==> config.mk <==
export PLATFORM = sky130hd
export DESIGN_NAME = inv_share_ctrl
export DESIGN_NICKNAME = d
export VERILOG_FILES = /design/src/rtl/inv_share_ctrl_pkg.sv /design/src/rtl/inv_share_ctrl_rr_pick.sv /design/src/rtl/inv_share_ctrl.sv
export SDC_FILE = /design/constraint.sdc
export NUM_CORES = 1
export LEC_CHECK = 0
export ABC_AREA = 1
export CORE_UTILIZATION = 41
export DETAILED_ROUTE_END_ITERATION = 7
export GPL_ROUTABILITY_DRIVEN = 0
export PLACE_DENSITY = 0.8
export SYNTH_ARGS = -nofsm -noshare
export SYNTH_HDL_FRONTEND = slang
export SYNTH_SLANG_ARGS = --single-unit
==> constraint.sdc <==
create_clock -name clk_i -period 5.1 [get_ports clk_i]
set_input_delay 1.275 -clock clk_i [delete_from_list [all_inputs] [get_ports clk_i]]
set_output_delay 1.275 -clock clk_i [all_outputs]
set_load 0.02 [all_outputs]
==> src/rtl/inv_share_ctrl_pkg.sv <==
// Shared Q8.24 constants and controller state encoding for inv_share_ctrl.
package inv_share_ctrl_pkg;

  localparam int unsigned QWidth    = 32;
  localparam int unsigned QFracBits = 24;

  localparam logic [31:0] QOne = 32'h0100_0000;
  localparam logic [31:0] QMax = 32'h7FFF_FFFF;

  typedef enum logic [1:0] {
    StIdle    = 2'd0,
    StIssue   = 2'd1,
    StRelease = 2'd2,
    StResp    = 2'd3
  } state_e;

endpackage

==> src/rtl/inv_share_ctrl_rr_pick.sv <==
// Combinational round-robin picker: first set request at or after the pointer, wrapping.
module inv_share_ctrl_rr_pick #(
  parameter int unsigned N_REQ = 4,
  parameter int unsigned IDX_W = $clog2(N_REQ)
) (
  input  logic [N_REQ-1:0] req_i,
  input  logic [IDX_W-1:0] ptr_i,
  output logic [N_REQ-1:0] gnt_o,
  output logic [IDX_W-1:0] idx_o,
  output logic             found_o
);

  logic        found;
  int unsigned slot;

  always_comb begin
    gnt_o = '0;
    idx_o = '0;
    found = 1'b0;
    slot  = 0;
    for (int unsigned k = 0; k < N_REQ; k++) begin
      slot = (32'(ptr_i) + k) % N_REQ;
      if (!found && req_i[slot]) begin
        found       = 1'b1;
        gnt_o[slot] = 1'b1;
        idx_o       = IDX_W'(slot);
      end
    end
    found_o = found;
  end

endmodule

==> src/rtl/inv_share_ctrl.sv <==
// Round-robin owner of a shared start/done reciprocal unit: arbitrates, guards operands,
// sequences start/done including the release phase, and routes results back.
module inv_share_ctrl
  import inv_share_ctrl_pkg::*;
#(
  parameter int unsigned N_REQ       = 4,
  parameter int unsigned DATA_W      = QWidth,
  parameter int unsigned FRAC_BITS   = QFracBits,
  parameter int unsigned TIMEOUT_CYC = 64
) (
  input  logic                    clk_i,
  input  logic                    rst_i,
  input  logic [N_REQ-1:0]        req_valid_i,
  input  logic [N_REQ*DATA_W-1:0] req_dd_i,
  output logic [N_REQ-1:0]        req_ready_o,
  output logic [N_REQ-1:0]        rsp_valid_o,
  output logic [DATA_W-1:0]       rsp_q_o,
  output logic                    rsp_err_o,
  output logic                    busy_o,
  output logic                    inv_start_o,
  output logic [DATA_W-1:0]       inv_dd_o,
  input  logic [DATA_W-1:0]       inv_q_i,
  input  logic                    inv_done_i
);

  localparam int unsigned IdxW = $clog2(N_REQ);
  localparam int unsigned CntW = $clog2(TIMEOUT_CYC + 1);

  // Largest positive value: all integer and fraction bits set below the sign.
  localparam logic [DATA_W-1:0] RspMax =
      {1'b0, {(DATA_W - 1 - FRAC_BITS){1'b1}}, {FRAC_BITS{1'b1}}};

  state_e              state_q, state_d;
  logic [IdxW-1:0]     owner_q, owner_d;
  logic [IdxW-1:0]     ptr_q, ptr_d;
  logic [CntW-1:0]     cnt_q, cnt_d;
  logic [DATA_W-1:0]   inv_dd_q, inv_dd_d;
  logic                inv_start_q, inv_start_d;
  logic [DATA_W-1:0]   rsp_q_q, rsp_q_d;
  logic                rsp_err_q, rsp_err_d;
  logic [N_REQ-1:0]    req_ready_q, req_ready_d;

  logic [N_REQ-1:0]    pick_gnt;
  logic [IdxW-1:0]     pick_idx;
  logic                pick_found;
  logic [DATA_W-1:0]   pick_dd;
  logic                pick_nonpos;
  logic                timeout;

  inv_share_ctrl_rr_pick #(
    .N_REQ (N_REQ),
    .IDX_W (IdxW)
  ) u_rr_pick (
    .req_i   (req_valid_i),
    .ptr_i   (ptr_q),
    .gnt_o   (pick_gnt),
    .idx_o   (pick_idx),
    .found_o (pick_found)
  );

  assign pick_dd     = req_dd_i[pick_idx*DATA_W +: DATA_W];
  assign pick_nonpos = pick_dd[DATA_W-1] || (pick_dd == '0);
  assign timeout     = (cnt_q == CntW'(TIMEOUT_CYC));

  always_comb begin
    state_d     = state_q;
    owner_d     = owner_q;
    ptr_d       = ptr_q;
    inv_dd_d    = inv_dd_q;
    inv_start_d = inv_start_q;
    rsp_q_d     = rsp_q_q;
    rsp_err_d   = rsp_err_q;
    req_ready_d = '0;
    cnt_d       = cnt_q;

    case (state_q)
      StIdle: begin
        if (pick_found) begin
          owner_d     = pick_idx;
          inv_dd_d    = pick_dd;
          req_ready_d = pick_gnt;
          ptr_d       = (pick_idx == IdxW'(N_REQ - 1)) ? '0 : pick_idx + 1'b1;
          if (pick_nonpos) begin
            rsp_q_d   = RspMax;
            rsp_err_d = 1'b1;
            state_d   = StResp;
          end else begin
            inv_start_d = 1'b1;
            state_d     = StIssue;
          end
        end
      end
      StIssue: begin
        if (inv_done_i) begin
          rsp_q_d     = inv_q_i;
          rsp_err_d   = 1'b0;
          inv_start_d = 1'b0;
          state_d     = StRelease;
        end else if (timeout) begin
          rsp_q_d     = '0;
          rsp_err_d   = 1'b1;
          inv_start_d = 1'b0;
          state_d     = StRelease;
        end
      end
      StRelease: begin
        // A done still high here belongs to the finished job; never let it leak into the next.
        if (!inv_done_i) begin
          state_d = StResp;
        end else if (timeout) begin
          rsp_err_d = 1'b1;
          state_d   = StResp;
        end
      end
      StResp: begin
        state_d = StIdle;
      end
      default: begin
        state_d = StIdle;
      end
    endcase

    if (state_d != state_q) begin
      cnt_d = '0;
    end else if (!timeout) begin
      cnt_d = cnt_q + 1'b1;
    end
  end

  always_ff @(posedge clk_i) begin
    if (rst_i) begin
      state_q     <= StIdle;
      owner_q     <= '0;
      ptr_q       <= '0;
      cnt_q       <= '0;
      inv_dd_q    <= '0;
      inv_start_q <= 1'b0;
      rsp_q_q     <= '0;
      rsp_err_q   <= 1'b0;
      req_ready_q <= '0;
    end else begin
      state_q     <= state_d;
      owner_q     <= owner_d;
      ptr_q       <= ptr_d;
      cnt_q       <= cnt_d;
      inv_dd_q    <= inv_dd_d;
      inv_start_q <= inv_start_d;
      rsp_q_q     <= rsp_q_d;
      rsp_err_q   <= rsp_err_d;
      req_ready_q <= req_ready_d;
    end
  end

  always_comb begin
    rsp_valid_o = '0;
    if (state_q == StResp) begin
      rsp_valid_o[owner_q] = 1'b1;
    end
  end

  assign req_ready_o = req_ready_q;
  assign rsp_q_o     = rsp_q_q;
  assign rsp_err_o   = rsp_err_q;
  assign busy_o      = (state_q != StIdle);
  assign inv_start_o = inv_start_q;
  assign inv_dd_o    = inv_dd_q;

endmodule
# After elaboration in Yosys (flattened, before gate mapping)
# Cells that the tools add are included.
word_totals:
  regBits: 83
  word_cells: 119
op_classes:
  add_sub_neg: 5
  magnitude_cmp: 10
  n_eq_ne: 11
  shift: 1
  muxes: 55
  bitwise_logic: 5
  n_reduce_logical: 23
ops:
  columns: ["op", "n"]
  rows:
  - ["$mux 32", 4]
  - ["$shiftx 128x8->32", 1]
  - ["$pmux 32 s2", 1]
  - ["$logic_not 32->1", 1]
  - ["$mux 1", 22]
  - ["$mux 2", 11]
  - ["$mux 4", 5]
  - ["$lt 2x3->1 const B", 5]
  - ["$or 4x4->4", 3]
  - ["$reduce_and 4->1", 3]
  - ["$demux 1 s2", 5]
  - ["$ge 2x1->1 const B", 5]
  - ["$bmux 1 s2", 4]
  - ["$logic_and 1x1->1", 8]
  - ["$ne 2x2->1 const B", 4]
  - ["$pmux 2 s4", 1]
  - ["$add 7x1->7 const B", 1]
  - ["$eq 7x7->1 const B", 1]
  - ["$eq 2x2->1 const B", 3]
  - ["$add 2x1->2 const B", 2]
  - ["$add 2x2->2 const B", 2]
  - ["$reduce_bool 2->1", 2]
  - ["$logic_not 1->1", 3]
  - ["$ne 3x3->1 const B", 1]
  - ["11 further kinds", 12]

# Logic depth before layout (Yosys ltp)
# Gate-level depths: netlist of run 1.
depth:
  depth_word: 20
  ltp_mapped: 27

# By module
# From an unflattened synthesis of run 1, not the netlist that was laid out.
unflattened:
  hier_cells: 740
  hier_area_um2: 4739.5
by_module_without_submodules:
  columns: ["module", "instances", "cells_each", "area_each_um2", "seq_area_each_um2"]
  rows:
  - ["inv_share_ctrl", 1, 666, 4299.1, 1661.6]
  - ["inv_share_ctrl_rr_pick", 1, 74, 440.4, 0.0]

# Worst setup path after synthesis of run 1
# OpenSTA, ideal clock, no wires.
synth_timing:
  kind: "input to register"
  startpoint: "input req_valid_i[2]"
  endpoint: "register rsp_q_q[10] (netlist: rsp_q_o[10])"
  setup_time_ns: 0.119
  arrival_time_ns: 3.221
  required_ns: 4.981
  path_slack_ns: 1.760
  stages: 22
  path_buffers: 3
  cell_sequence: "nand2_1 nand3_1 nand2_2 nand4_2 nand2_1 nand2_1 nand2_1 buf_6 buf_2 nand2_1 nand3_1 nand2_1 nand2_1 nor2_1 nand2_1 nor2_1 nand2_1 nand3_2 nand2_2 inv_4 buf_4 a21oi_2"
synth_between:
  elab_chain_cells: 17
  elab_cells_between_ends: 28
  classes_between: "eq/ne (2); shift (1); mux (16); reduce/logical (9)"
synth_rtl:
  columns: ["item", "line", "text"]
  rows:
  - ["start: declaration", "inv_share_ctrl.sv:13", "input logic [N_REQ-1:0] req_valid_i,"]
  - ["$bmux 1 s2", "inv_share_ctrl_rr_pick.sv:23", "if (!found && req_i[slot]) begin"]
  - ["$mux 1 (not written as such)", "inv_share_ctrl_rr_pick.sv:23", null]
  - ["$mux 1", "inv_share_ctrl_rr_pick.sv:23", null]
  - ["$logic_not 1->1", "inv_share_ctrl_rr_pick.sv:23", null]
  - ["$logic_and 1x1->1", "inv_share_ctrl_rr_pick.sv:23", null]
  - ["$mux 1", "inv_share_ctrl_rr_pick.sv:23", null]
  - ["$logic_not 1->1", "inv_share_ctrl_rr_pick.sv:23", null]
  - ["$logic_and 1x1->1", "inv_share_ctrl_rr_pick.sv:23", null]
  - ["$mux 1", "inv_share_ctrl_rr_pick.sv:23", null]
  - ["$logic_not 1->1", "inv_share_ctrl_rr_pick.sv:23", null]
  - ["$logic_and 1x1->1", "inv_share_ctrl_rr_pick.sv:23", null]
  - ["$mux 2", "inv_share_ctrl_rr_pick.sv:23", null]
  - ["$shiftx 128x8->32", "inv_share_ctrl.sv:61", "assign pick_dd = req_dd_i[pick_idx*DATA_W +: DATA_W];"]
  - ["$logic_not 32->1", "inv_share_ctrl.sv:62", "assign pick_nonpos = pick_dd[DATA_W-1] || (pick_dd == '0);"]
  - ["$logic_or 1x1->1", "inv_share_ctrl.sv:62", null]
  - ["$ne 2x2->1 (no line)", null, null]
  - ["$reduce_and 4->1 (no line) *", null, null]
  - ["end signal: assignment", "inv_share_ctrl.sv:148", "rsp_q_q <= rsp_q_d;"]
  - ["end: declaration", "inv_share_ctrl.sv:39", "logic [DATA_W-1:0] rsp_q_q, rsp_q_d;"]
# Mark *: on every way between the ends. The rest lies on a longest branch, timed or not. The select of a mux whose other input is x is not followed.
# A chain may end at the register's enable or synchronous reset.

# Final worst setup path of run 1
layout_timing:
  startpoint: "input req_valid_i[3]"
  endpoint: "register rsp_q_q[8] (netlist: rsp_q_o[8])"
# Same word-level chain as after synthesis.

==> flow_metrics.env, run 1 <==
export IMPL_status="finished, final reports clean"
export IMPL_placed_cell_area_mm2=0.00761
export IMPL_yosysUniqueCellTypes=38
export IMPL_power_frac_comb=0.707
export IMPL_grt_pass1_wl_um=27400
export IMPL_htree_num_levels=3
export IMPL_cp_arrival_ns=4.67
export IMPL_syn_num_nets=954
export IMPL_hold_depth=2
export IMPL_hpwl_um=12700
export IMPL_grt_ovfl_total=0
export IMPL_grt_usage=0.265
export IMPL_vias=5925
export IMPL_power_switching_w=0.00308
export IMPL_synth_compound_area_share=0.194
export IMPL_sw_frac_of_total=0.524
export IMPL_seqPwrFrac=0.180
export IMPL_slew_headroom=0.387
export IMPL_drt_pass1_iterations=5
export IMPL_fin_nets=1165
export IMPL_cts_resized=0
export IMPL_synthSimpleGateAreaFrac=0.331
export IMPL_synth_top_family_by_area="simple AND/OR/NAND/NOR gates"
export IMPL_hold_buffers=0
export IMPL_p_per_area_mw_per_mm2=742
export IMPL_drive_above_1_share=0.0777
export IMPL_final_area_mm2=0.00792
export IMPL_die_x_um=114
export IMPL_rsz0062_at_grt="false"
export IMPL_report_final_slew_viol_count=0
export IMPL_io_buffers=241
export IMPL_io_pins=242
export IMPL_syn_area_mm2=0.00518
export IMPL_final_hold_violation_count=0
export IMPL_async_reset_ff_frac=0
export IMPL_clockRootBuffer="clkbuf_16"
export IMPL_synth_main_ff_cell="dfxtp_1"
export IMPL_ys_top_cells_by_area="dfxtp_1 (32%), nand3_1 (14%), nand2_1 (14%)"
export IMPL_initial_core_util=0.426
export IMPL_coreArea_mm2=0.0122
export IMPL_drc=0
export IMPL_p_leak_nw=3.47
export IMPL_num_rows=40
export IMPL_post_route_period_util=0.864
export IMPL_yosysWarnings=0
export IMPL_min_path_type="reg2reg"
export IMPL_yosysSeqAreaShare=0.320
export IMPL_yosysTopAreaCell="dfxtp_1"
export IMPL_wl_per_cell_um=15.1
export IMPL_worstPathMaxFanout=36
export IMPL_synthAdderAreaFrac=0.0290
export IMPL_finish_utilization=0.651
export IMPL_finalCriticalPeriod_ns=4.41
export IMPL_setup_violations=0
export IMPL_routed_wl_um=17500
export IMPL_drtAntennaViolNets=0
export IMPL_drtIter0Drc=528
export IMPL_die_area_mm2=0.0131
export IMPL_endpoint_kind="register"
export IMPL_post_cts_buffers=0
export IMPL_cts_tree="yes"
export IMPL_area_growth_pct=52.7
export IMPL_synthMuxAreaShare=0
export IMPL_finClkSkew_ns=0.00340
export IMPL_ir_worst_vdd_mv=0.526
export IMPL_hold_ws_ns=0.472
export IMPL_p_clk_frac=0.113
export IMPL_grt_pass1_vias=5470
export IMPL_path_class="in2reg"
export IMPL_clk_insertion_delay_late_ns=0.33
export IMPL_yosys_register_bits=83
export IMPL_cts_num_sinks=83
export IMPL_cap_violations=0
export IMPL_max_freq_mhz=227
export IMPL_synth_xor_area_frac=0.00845
export IMPL_syn_inst=775
export IMPL_ff2ff_path_depth=23
export IMPL_clk_path_buf_depth=2
export IMPL_tns_ns=0
export IMPL_cp_start_kind="input port"
export IMPL_tightest_slew_ns=0.914
export IMPL_viasPerCell=5.11
export IMPL_antenna_found_initial=1
export IMPL_yosys_area_top_type_share=0.320
export IMPL_cts_buffers=9
export IMPL_grt_max_degree=66
export IMPL_die_height_um=114
export IMPL_cp_required_ns=5.37
export IMPL_internal_power_w=0.00280
export IMPL_clkTransAtPathRegs_ns=0.06
export IMPL_synth_edf_count=0
export IMPL_avgSynthCellArea_um2=6.69
[power groups by stage]
stage               Clock, W  Sequential [W]  Combinational, W
global placement           0         0.00107           0.00410
detailed placement         0         0.00106           0.00414
floorplan                  0         0.00131           0.00275
finish              0.000662         0.00106           0.00415
CTS                 0.000678         0.00106           0.00416
global route        0.000708         0.00109           0.00462
[Yosys cell counts, types with 2 or more instances]
master    count
buf_4         7
nor2_1       28
dfxtp_1      83
buf_1         4
nand2_2       5
ha_1         12
inv_4         2
o21ai_1      28
a21oi_2      24
nor3_1        4
a21oi_1      51
o211ai_1     33
a31oi_1       2
inv_1        70
xor2_1        3
o21ai_0      15
clkbuf_1     23
or2_2         3
inv_2         2
buf_2         9
o22ai_1       3
nand2_1     190
xnor2_1       2
nand3_2       4
buf_6        11
nand3_1     145
[cell usage in the layout (no fill, tap or decap), types with 4 or more instances in the layout]
master             n
ha_1              12
clkdlybuf4s50_1  241
clkbuf_16          9
o21ai_1           28
nand2_1          188
nor3_1             4
o211ai_1          33
inv_2              4
buf_4             11
a21oi_2           24
nand2_2            7
a21oi_1           51
nor2_1            28
dfxtp_1           83
nand3_2            4
inv_1             68
nand3_1          145
o21ai_0           15
[worst paths after layout]
path | from | endpoint | slack (ns)
hold / removal | rsp_err_o | rsp_err_o | 0.47
hold reg to reg | rsp_err_o | rsp_err_o | 0.47
setup / recovery | req_valid_i[3] | rsp_q_o[8] | 0.69
setup reg to reg | ptr_q[0] | rsp_q_o[8] | 1.04
[critical path, cell delays in order]
cell	delay (ns)
clkdlybuf4s50_1	0.45
inv_1	0.07
nand2_1	0.04
nand3_1	0.13
nand2_2	0.09
inv_4	0.11
nand3_4	0.09
nor2_4	0.16
o21ai_4	0.17
inv_2	0.35
buf_4	0.24
nand3_1	0.11
nand2_1	0.10
nand2_1	0.06
nor2_1	0.12
nand2_1	0.07
nor2_1	0.09
nand2_1	0.12
nand3_2	0.10
nand2_2	0.07
inv_4	0.17
buf_12	0.24
o21ai_1	0.11
a21oi_2	0.13
[registers in the layout, summed over array words and instances, names as in the netlist]
| register | flops |
|---|---|
| req_ready_o | 4 |
| ptr_q | 2 |
| rsp_err_o | 1 |
| rsp_q_o | 32 |
| inv_dd_o | 32 |
| owner_q | 2 |
| state_q | 2 |
| cnt_q | 7 |
| inv_start_o | 1 |
[stage by stage]
stage	instances	total power, W	worst slack, ns
floorplan	775	0.00406	1.76
global placement	1143	0.00517	0.417
detailed placement	1143	0.00520	0.390
CTS	1159	0.00589	0.719
global route	1160	0.00641	0.384
finish	1160	0.00587	0.694
[kinds of logic (layout without fill, tap and decap cells)]
| kind of cell | after synthesis | in the layout |
|---|---|---|
| adders and majority gates | 12 | 12 |
| and+or+nand+nor | 385 | 385 |
| DFF | 83 | 83 |
| AOI/OAI and AO/OA | 161 | 161 |
| xor gates and xnor gates | 5 | 5 |
| other | 0 | 1 |
| buffers and inverters | 129 | 345 |
[area by class of cell]
class                           count  area, µm²
Sequential cell                    83       1660
Multi-Input combinational cell    563       2920
Tap cell                          168        210
Timing Repair Buffer              254       2530
Antenna cell                        1       2.50
Fill cell                        1117       4250
Clock buffer                        9        225
Clock inverter                      7       76.3
Inverter                           75        287
[per-layer routing]
layer / up-vias / routed length (µm) / track usage
li1: 3016 / - / -
met1: 2629 / 7310 / 0.324
met2: 254 / 8070 / 0.442
met3: 26 / 1720 / 0.0821
met4: 0 / 421 / 0.0883
met5: - / 0 / 0
Power figures use the tool's default switching activity.
==> run 2: changes to the inputs <==
--- a/config.mk
+++ b/config.mk
@@ -6,10 +6,12 @@
 export NUM_CORES = 1
 export LEC_CHECK = 0
 export ABC_AREA = 1
+export CAP_MARGIN = 20
 export CORE_UTILIZATION = 41
 export DETAILED_ROUTE_END_ITERATION = 7
 export GPL_ROUTABILITY_DRIVEN = 0
 export PLACE_DENSITY = 0.8
+export REMOVE_ABC_BUFFERS = 1
 export SYNTH_ARGS = -nofsm -noshare
 export SYNTH_HDL_FRONTEND = slang
 export SYNTH_SLANG_ARGS = --single-unit
==> run 2 against run 1 <==
  * First-iteration DRC count fell by 13%
  * Fmax fell by 1.9%
  * Clock skew rose by 0.0034 ns
  * Register-to-register slack got worse by 0.09 ns
  * Critical path depth fell by 3
  * Global-route usage fell by 1.5 points
  * Clock-buffer cell count rose by 2
  * Hold slack got worse by 0.0052 ns
  * Routed wire length fell by 4.5%
  * Combinational power fell by 1%
  * Die area did not move
  * Total power fell by 1.8%
  * Critical endpoint is now rsp_q_o[17]
==> flow_metrics.env, run 2 (synthesized netlist as in run 1, its figures left out) <==
export IMPL_clk_path_buf_depth=2
export IMPL_endpoint_kind="register"
export IMPL_dp_slack_ns=0.256
export IMPL_grt_ovfl_total=0
export IMPL_p_clk_frac=0.106
export IMPL_hold_depth=2
export IMPL_hold_buffers=0
export IMPL_min_path_type="reg2reg"
export IMPL_cp_start_kind="input port"
export IMPL_p_leak_nw=3.46
export IMPL_max_freq_mhz=223
export IMPL_initial_core_util=0.426
export IMPL_layout_commonest_cell="clkdlybuf4s50_1"
export IMPL_startpoint="req_valid_i[2]"
export IMPL_clk_insertion_delay_late_ns=0.34
export IMPL_drtAntennaViolNets=0
export IMPL_final_cell_mix="clkdlybuf4s50_1 (241), nand2_1 (188), nand3_1 (145), dfxtp_1 (83), inv_1 (68)"
export IMPL_htree_num_levels=3
export IMPL_drc=0
export IMPL_tns_ns=0
export IMPL_post_cts_buffers=0
export IMPL_ir_worst_vdd_mv=0.527
export IMPL_power_switching_w=0.00299
export IMPL_setup_violations=0
export IMPL_io_buffers=241
export IMPL_r2r_slack_ns=0.95
export IMPL_cp_common_cell="nand2_1"
export IMPL_post_route_period_util=0.881
export IMPL_vias=5897
export IMPL_viasPerCell=5.10
export IMPL_worstPathMaxFanout=28
export IMPL_cp_cell_sequence="clkdlybuf4s50_1 > nand2_1 > nand3_1 > nand2_2 > nand3_1 > nand2_1 > o21ai_4 > buf_4 > nand3_1 > nand2_1 > nand2_1 > nor2_1 > nand2_1 > nor2_1 > nand2_1 > nand3_2 > nand2_2 > inv_4 > buf_4 > o21ai_1 > a21oi_2"
export IMPL_fin_nets=1162
export IMPL_finClkSkew_ns=0.00681
export IMPL_power_frac_comb=0.711
export IMPL_die_x_um=114
export IMPL_seqPwrFrac=0.183
export IMPL_path_class="in2reg"
export IMPL_grt_pass1_wl_um=25900
export IMPL_cts_tree="yes"
export IMPL_status="finished, final reports clean"
export IMPL_final_area_mm2=0.00790
export IMPL_internal_power_w=0.00278
export IMPL_sw_frac_of_total=0.518
export IMPL_cp_arrival_ns=4.76
export IMPL_final_hold_violation_count=0
export IMPL_clkTransAtPathRegs_ns=0.06
export IMPL_antenna_found_initial=0
export IMPL_fin_ws_ns=0.608
export IMPL_report_final_slew_viol_count=0
export IMPL_ff2ff_path_depth=23
export IMPL_hpwl_um=12000
export IMPL_final_fill_count=1116
export IMPL_area_growth_pct=52.3
export IMPL_routed_wl_um=16700
export IMPL_cap_violations=0
export IMPL_wl_per_cell_um=14.5
export IMPL_rsz0062_at_grt="false"
export IMPL_finalCriticalPeriod_ns=4.49
export IMPL_total_power_w=0.00577
export IMPL_die_area_mm2=0.0131
export IMPL_grt_max_degree=68
export IMPL_cpMaxStageDelayCell="clkdlybuf4s50_1"
export IMPL_cp_required_ns=5.37
export IMPL_cts_resized=0
export IMPL_coreArea_mm2=0.0122
export IMPL_num_rows=40
export IMPL_drt_pass1_iterations=5
export IMPL_max_stage_delay_ns=0.49
export IMPL_cts_num_sinks=83
export IMPL_drive_above_1_share=0.0739
export IMPL_drtIter0Drc=462
export IMPL_grt_pass1_vias=5333
export IMPL_die_height_um=114
export IMPL_tightest_slew_ns=1.04
export IMPL_hold_start="rsp_err_o"
export IMPL_slew_headroom=0.305
export IMPL_cts_buffers=9
export IMPL_io_pins=242
export IMPL_grt_usage=0.250
export IMPL_p_per_area_mw_per_mm2=730
export IMPL_placed_cell_area_mm2=0.00761
export IMPL_clockRootBuffer="clkbuf_16"
export IMPL_reg2reg_from="ptr_q[0]"
run 2: worst max-delay path, delay by kind of cell:
kind,cells,cell delay [ns]
compound gates,3,0.63
buf+inv,4,1.37
simple gates,14,1.48
run 2: power by group through the flow:
stage / combinational (W) / clock, W / sequential, W
after floorplan: 0.00243 / 0 / 0.00131
after global placement: 0.00405 / 0 / 0.00106
after detailed placement: 0.00410 / 0 / 0.00106
after CTS: 0.00412 / 0.000624 / 0.00105
after global routing: 0.00457 / 0.000653 / 0.00108
final: 0.00410 / 0.000611 / 0.00106
run 2: cell type report:
type	count	area, µm²	area share
diodes	1	2.50	0.000317
clock buffers	11	243	0.0307
clock inverters	5	38.8	0.00491
inverters	75	287	0.0363
multi-input cells	563	2920	0.370
flip-flops and latches	83	1660	0.210
well taps	168	210	0.0266
repair buffers	251	2540	0.321
run 2: final timing paths:
kind | end
hold / removal | rsp_err_o
setup / recovery | rsp_q_o[17]
setup reg to reg | rsp_q_o[17]
hold reg to reg | rsp_err_o
run 2: per-layer routing:
metal  wire, µm  GRT usage  vias up
met5          0          0        -
met4        292     0.0805        0
met3       1540     0.0762       19
met2       7940      0.427      251
met1       6970      0.298     2625
li1           -          -     3002
run 2: metrics by stage:
stage,utilization,hold WS (ns),instances
finish,0.649,0.467,1157
global placement,0.626,0.456,1140
floorplan,-,0.485,721
CTS,0.649,0.466,1156
detailed placement,0.626,0.453,1140
global route,0.649,0.490,1156
==> RTL edit: new RTL, config.mk and constraints of run 1 <==
Put one more register stage on the output `rsp_err_o`, cleared by the reset. The value now appears one clock later. The other outputs are not delayed to match.
--- a/src/rtl/inv_share_ctrl.sv
+++ b/src/rtl/inv_share_ctrl.sv
@@ -160,7 +160,13 @@
 
   assign req_ready_o = req_ready_q;
   assign rsp_q_o     = rsp_q_q;
-  assign rsp_err_o   = rsp_err_q;
+  always_ff @(posedge clk_i) begin
+    if (rst_i) begin
+      rsp_err_o <= '0;
+    end else begin
+      rsp_err_o <= rsp_err_q;
+    end
+  end
   assign busy_o      = (state_q != StIdle);
   assign inv_start_o = inv_start_q;
   assign inv_dd_o    = inv_dd_q;
Function: changed (Yosys sat finds a counterexample within 4 cycles, from zero or initial values and one cycle with rst_i high).
==> RTL edit against run 1 <==
Total power fell by 3.4%; fmax increased by 1.4%; area after synthesis rose by 3.5%; sequential cell count is 1 higher; routed wire length up 5.1%; cell area rose by 2.5%; worst setup slack improved by 0.059 ns; non-clock buffer count rose by 3; critical endpoint is now rsp_q_o[6]; largest power group unchanged.
==> RTL edit: results (changes against run 1) <==
Parameter                              Value

Global routing
  Number of global-route vias before repair ... 5,692 (+4.1%)
  Largest net degree at the start of global routing ... 69 (+4.5%)
  M2 GR Usage ... 0.439 (-0.00298)
  Total global routing track utilization ... 0.271 (+0.00566)
  Met3 Track Usage GR ... 0.0618 (-0.0203)
  Global-route wire length before repair ... 28,500 um (+4.3%)
  Global Route met1 Usage ... 0.354 (+0.0298)
  Initial antenna violation count ... 0 (-1)

CTS
  Root buf cell ... clkbuf_16
  Clock latency on the worst-skew pair ... 0.33 ns (about the same)
  Clock-pin slew on the worst setup and hold paths ... 0.06 ns (about the same)
  Buffers inserted by post-CTS timing repair ... 0 (unchanged)
  Post-cts repair resize count ... 0 (unchanged)
  Num CTS Buffers ... 9 (unchanged)
  Maximum level of the CTS H-tree ... 3 (unchanged)
  Worst-case clock buffer depth ... 2 (unchanged)

Timing
  Slew of the pin with the lowest slew margin ... 0.513 ns (-0.400 ns)
  Final Hold Viols ... 0 (unchanged)
  Post-Route Skew ... 0.00924 ns (+0.00584 ns)

Final layout
  Antenna fix cells ... 0 (-1)
  Post-layout nets ... 1,236 (+6.1%)
  Share of layout cells above drive strength 1 ... 0.0536 (-0.0241)

Routing
  Total detailed-routing wirelength ... 18,400 um (+5.1%)
  1st-iter DRT viols ... 543 (+2.8%)
  Detailed-routing wirelength on met1 ... 8130 um (+11%)
  Routed length on met3 ... 1220 um (-29%)
  Routed wire length on met2 ... 8610 um (+6.6%)
  Drt first pass iters ... 7 (+2)
  Topmost layer with routed signal wires ... met4
  Via count ... 6,284 (+6.1%)
  Via count normalized by instance count ... 5.09 (-0.38%)

Yosys
  Post-synthesis sequential area ratio ... 0.313 (-0.00710)
  Synthesis warning total ... 0 (unchanged)
  Number of nets produced by synthesis ... 1,028 (+7.8%)
  Dominant cells by area after synthesis ... dfxtp_1 (31%), nand2_1 (20%), nand3_1 (17%)
  FFs w/ async S/R, synth ... 0 (unchanged)
  Number of instances in the synthesized netlist ... 850 (+9.7%)
  Ranking of synthesized cells by instance count ... nand2_1 (285), nand3_1 (179), dfxtp_1 (84)
  Post-synthesis cell type count ... 35 (-7.9%)

Setup path
  Launch point of the worst path ... req_valid_i[3]
  Largest fanout on the critical path ... 50 (+39%)
  Reg-to-reg startpoint ... ptr_q[0]

Pwr
  Comb pwr ... 4000 uW (-4%)
  Reg power frac ... 0.183 (+0.003)
  Leakage power of the design ... 0.00362 uW (+4.4%)
  Switching power ... 2950 uW (-4.3%)
  Largest voltage drop on the vdd net ... 0.000360 V (-31%)
  Design Power ... 5680 uW (-3.4%)

Placed design
  Post-placement setup slack ... 0.476 ns (+0.0868 ns)
  Total placed instance area ... 7820 sq um (+2.8%)
  Number of input and output port buffers inserted ... 241 (unchanged)
  Total half-perimeter wirelength after legalization and detailed placement ... 13,700 um (+8.1%)

Hold path
  HP Start ... rsp_q_o[21]
  Worst hold path class ... reg -> reg

Run status
  Result of the run ... finished, final reports clean
[RTL edit: cell types whose count changed after synthesis, sizes merged, moves of 2 or more]
cell	run 1	this run
nand2	195	296
o21ai	44	14
nand3	150	182
nor2	29	34
clkbuf	23	28
o22ai	3	1
a22oi	1	3
inv	74	71
a31oi	2	0
a21oi	75	41
[RTL edit: critical path, cell delays in order]
cell	delay [ns]
clkdlybuf4s50_1	0.50
inv_1	0.06
nand2_1	0.09
nand3_2	0.13
nand2_4	0.13
nor2_2	0.07
nor2_1	0.12
nand2_2	0.10
nand2_2	0.08
buf_4	0.42
nand2_1	0.16
nand3_1	0.10
nand2_1	0.14
nand2_1	0.10
nor2_1	0.05
nand2_1	0.07
nor2_1	0.05
nand2_1	0.08
nand2_1	0.06
nand2_2	0.09
nand2_4	0.11
nand2_2	0.21
buf_12	0.20
nand2_1	0.06
a21oi_1	0.13
[RTL edit: area by class of cell]
cell class	instances	area, sq um
inverters	72	275
clock buffers	11	233
repair buffers	257	2590
multi-input cells	634	3060
flip-flops and latches	84	1680
clock inverters	5	60.1
well taps	172	215
fillers	1170	4550
[RTL edit: worst paths after layout]
check                endpoint  slack [ns]  depth (start not counted)
setup / recovery   rsp_q_o[6]        0.75                         25
setup reg to reg   rsp_q_o[6]        1.16                         24
hold / removal    rsp_q_o[21]        0.46                          2
hold reg to reg   rsp_q_o[21]        0.46                          2
[RTL edit: logic make-up after synthesis]
| family | after synthesis | synth area share |
|---|---|---|
| simple gates | 522 | 0.424 |
| buf+inv | 132 | 0.118 |
| compound gates | 96 | 0.111 |
| flops | 84 | 0.313 |
| fa+ha+maj | 11 | 0.0256 |
| xor+xnor | 5 | 0.00816 |
